## src/rtl/mul_pipe.sv

```systemverilog
// Fully pipelined signed/unsigned multiplier with val/rdy handshakes on both sides.
// Stage 0 registers operands; the product is formed from stage 0 and shifted through the rest.
module mul_pipe #(
  parameter int unsigned p_width   = 4,
  parameter int unsigned p_nstages = 3,
  parameter int unsigned p_occ_w   = $clog2(p_nstages + 1)
) (
  input  logic                   clk,
  input  logic                   reset,
  input  logic                   req_val,
  output logic                   req_rdy,
  input  logic [2*p_width-1:0]   req_msg,
  input  logic                   req_signed,
  output logic                   resp_val,
  input  logic                   resp_rdy,
  output logic [2*p_width-1:0]   resp_msg,
  output logic [p_occ_w-1:0]     occupancy
);

  localparam int unsigned W2 = 2 * p_width;

  logic [p_nstages-1:0] v_q;
  logic [p_nstages-1:0] en;
  logic [p_width-1:0]   a_q;
  logic [p_width-1:0]   b_q;
  logic                 sgn_q;
  logic [W2-1:0]        a_ext;
  logic [W2-1:0]        b_ext;
  logic [W2-1:0]        prod;
  logic [p_occ_w-1:0]   occ_q;
  logic                 req_go;
  logic                 resp_go;

  // A stage may advance if it is empty or its successor advances; this collapses bubbles.
  always_comb begin : adv
    logic carry;
    carry = resp_rdy;
    en    = '0;
    for (int i = int'(p_nstages) - 1; i >= 0; i--) begin
      carry = !v_q[i] | carry;
      en[i] = carry;
    end
  end

  assign req_rdy   = en[0];
  assign req_go    = req_val & req_rdy;
  assign resp_val  = v_q[p_nstages-1];
  assign resp_go   = resp_val & resp_rdy;
  assign occupancy = occ_q;

  // Low W2 bits of the extended product are exact for both signed and unsigned operands.
  always_comb begin
    a_ext = sgn_q ? {{p_width{a_q[p_width-1]}}, a_q} : {{p_width{1'b0}}, a_q};
    b_ext = sgn_q ? {{p_width{b_q[p_width-1]}}, b_q} : {{p_width{1'b0}}, b_q};
    prod  = a_ext * b_ext;
  end

  always_ff @(posedge clk) begin
    if (reset) begin
      v_q   <= '0;
      a_q   <= '0;
      b_q   <= '0;
      sgn_q <= 1'b0;
      occ_q <= '0;
    end else begin
      if (en[0]) v_q[0] <= req_val;
      if (req_go) begin
        a_q   <= req_msg[p_width-1:0];
        b_q   <= req_msg[W2-1:p_width];
        sgn_q <= req_signed;
      end
      for (int i = 1; i < int'(p_nstages); i++) begin
        if (en[i]) v_q[i] <= v_q[i-1];
      end
      case ({req_go, resp_go})
        2'b10:   occ_q <= occ_q + p_occ_w'(1);
        2'b01:   occ_q <= occ_q - p_occ_w'(1);
        default: occ_q <= occ_q;
      endcase
    end
  end

  if (p_nstages > 1) begin : g_pipe
    logic [W2-1:0] data_q [p_nstages-1];

    // data_q[j] is the product held by stage j+1.
    always_ff @(posedge clk) begin
      if (reset) begin
        for (int j = 0; j < int'(p_nstages) - 1; j++) data_q[j] <= '0;
      end else begin
        if (en[1]) data_q[0] <= prod;
        for (int j = 1; j < int'(p_nstages) - 1; j++) begin
          if (en[j+1]) data_q[j] <= data_q[j-1];
        end
      end
    end

    assign resp_msg = data_q[p_nstages-2];
  end else begin : g_comb
    assign resp_msg = prod;
  end

endmodule
```

## config.mk

```make
export PLATFORM = sky130hd
export DESIGN_NAME = mul_pipe
export DESIGN_NICKNAME = d
export VERILOG_FILES = /design/src/rtl/mul_pipe.sv
export SDC_FILE = /design/constraint.sdc
export NUM_CORES = 1
export LEC_CHECK = 0
export CAP_MARGIN = 20
export CORE_UTILIZATION = 60
export DETAILED_ROUTE_END_ITERATION = 8
export GPL_TIMING_DRIVEN = 1
export PLACE_DENSITY = 0.85
export SLEW_MARGIN = 20
export SYNTH_ARGS = -nofsm -noshare
export SYNTH_HDL_FRONTEND = slang
export SYNTH_SLANG_ARGS = --single-unit
```

## constraint.sdc

```tcl
create_clock -name clk -period 7.3 [get_ports clk]
set_input_delay 1.095 -clock clk [delete_from_list [all_inputs] [get_ports clk]]
set_output_delay 1.095 -clock clk [all_outputs]
set_load 0.01 [all_outputs]
```

==> metrics.yaml <==
critical_path:
  timing.rr.start: "sgn_q$_SDFFE_PP0P_"
  cp-startpoint: "resp_rdy"
  required_ps: 6200
  end_kind: "output port"
  worstSetupPathType: "in -> out"
  crit_arrival_ps: 2730
  worstPathMaxFanout: 11
  startpoint_type: "primary input"
drt:
  drt_iter0_markers: 57
  dr_total_vias: 1375
  viasPerCell: 5.169
  first_pass_iters: 4
  wirelength_mm: 3.410
  drc_errors: 0
  drtAntennaViolNets: 0
  wl_per_cell_um: 12.82
cts:
  ctsHoldBuffers: 0
  cts_resized: 0
  clockBufferDepth: 2
  cts_tree: "done"
  cts_inserted_buffers: 5
  clk_latency_ps: 320
  clock-sinks: 30
  root_buffer: "clkbuf_4"
  htree_levels: 2
  postCtsSetupRepairBufs: 0
  path_clk_slew_ps: 100
timing:
  hold_slack_ps: 494.8
  layout_setup_ws_ps: 3470
  min_period_ps: 3830
  max_freq_ghz: 0.2611
  max_slew_margin_pct: 56.85
  worstMarginPinSlew_ps: 644.8
  post-route-period-util_pct: 52.46
  finalHoldViolCount: 0
  maxSlewViolCount: 0
  setup_violations: 0
  final.setup.tns_ps: 0
  grt_setup_unrepaired: "false"
  clock-skew-final_ps: 7.289
synth:
  yosysWarnings: 0
  ys_ff_latch: 30
  syn_area_per_cell_um2: 9.960
  syn-num-nets: 245
  ys_seq_area_share_pct: 37.62
  synth_cells: 203
  synthesis.area_um2: 2022
  synth_cell_types: 27
global_route:
  grt_max_degree: 19
  grt_remaining_overflow: 0
  antenna_found_initial: 0
  grt_first_pass_wirelength_mm: 5.851
  grt_pass1_vias: 1359
  grt_use_total_pct: 22.45
die:
  die_h_um: 60.05
  core_um2: 3128
  design.die.area_um2: 3606
  start_util_pct: 64.64
  io_pins: 25
  rows: 20
  die_width_um: 60.05
placed_design:
  dp_slack_ps: 3479
  portBuffers: 24
  place_area_um2: 2238
  gp_congestion: 0.7862
  hpwlAfterDp_mm: 2.713
final_layout:
  drive_gt1_share_pct: 9.009
  antenna-diode-count: 0
  final_cell_mix: "27 x inv_1, 24 x clkdlybuf4s50_1, 20 x and2_1, 17 x ha_1, 16 x edfxtp_1"
  final_nets: 263
  multi_input_area_um2: 1081
  final_common_cell: "inv_1"
  fillCellCount: 224
  areaGrowthSynthToFinish_pct: 15.72
  final_area_um2: 2340
  regArea_um2: 760.7
outcome:
  outcome: "finished, final reports clean"
pwr:
  powerDensity_nw_per_um2: 165.5
  ir_worst_vdd_v: 0.0002289
  leakagePower_uw: 0.001142
hold_path:
  hold_class: "reg -> reg"
  min_from: "v_q[1]$_SDFFE_PP0N_"
flow_run:
  maxCapViolCount: 0
## state kept, by name (all words and copies together), names as in the netlist
name,cells
occupancy,2
sgn_q,1
v_q,3
b_q,4
a_q,4
g_pipe.data_q,16
## path summary, 6_finish.rpt
kind,end,slack [ps],depth (start not counted)
worst max-delay path,req_rdy,3470,4
worst min-delay path,v_q[2]$_SDFFE_PP0P_,490,2
worst max register to register,g_pipe.data_q[0][7]$_SDFFCE_PN0P_,3520,12
worst min register to register,v_q[2]$_SDFFE_PP0P_,490,2
## logic make-up (layout without fill, tap and decap cells)
kind of cell	count (synthesis)	after routing	share of synthesized area, %
flip-flops	30	30	37.62
adder cells (fa/ha/maj)	29	29	22.40
AO/OA/AOI/OAI	16	16	4.207
AND/OR/NAND/NOR	74	74	20.05
buffers and inverters	40	59	8.911
multiplexers	1	1	0.4951
XOR/XNOR	13	13	6.312
## worst max-delay path, cell delays in order
cell and delay (ps):
clkdlybuf4s50_1 500, and3b_1 250, nand2_1 280, clkdlybuf4s50_1 600
## stage by stage
step                total power [uW]  utilization (%)  std cells
finish                         387.2            74.80        266
global route                   401.0            74.80        266
CTS                            388.2            74.80        266
detailed placement             230.1            71.56        258
global placement               227.8            71.56        258
floorplan                      214.1                -        203
## power breakdown
group / leakage [uW] / switching, uW / internal [uW] / total, uW
sequential: 0.000311 / 6.72 / 184 / 190
clock: 0.0000528 / 55.4 / 106 / 161
combinational: 0.000778 / 16.7 / 19.4 / 36.1
## final cells by class
class,instances,share of cell area [%]
multi-input combinational,133,46.20
clock inverter,3,2.727
inverter,27,4.332
sequential,30,32.51
tap,44,2.353
timing repair buffer,24,10.27
clock buffer,5,1.604
## synth_stat cells
cell type	number	area (um^2)
xnor2_1	6	52.55
and2_2	5	37.54
mux2i_1	1	10.01
o21ai_0	1	5.000
edfxtp_1	16	480.5
nand2_2	2	12.51
nand2_1	13	48.80
and2_1	20	125.1
xnor3_1	1	22.52
or2_2	2	12.51
or3_1	1	6.260
nor2b_1	1	6.260
nor2_1	10	37.54
xor2_1	6	52.55
and3b_1	1	8.760
fa_1	12	240.2
nand3_1	11	55.05
nand2b_1	2	12.51
buf_4	8	60.06
dfxtp_1	14	280.3
and3_1	2	12.51
a21o_1	2	15.01
a21oi_1	13	65.06
and3_2	4	30.03
ha_1	17	212.7
inv_1	27	101.4
clkbuf_1	5	18.77
## per-layer routing
layer | track usage (%) | part of all wire, % | vias to the layer above
met2 | 40.48 | 54 | 36
met3 | 5.628 | 4.3 | 8
li1 | - | - | 679
met4 | 8.970 | 1.7 | 0
met5 | 0 | 0 | -
met1 | 25.11 | 40 | 652
No activity file was read; power rests on OpenSTA's default activity.
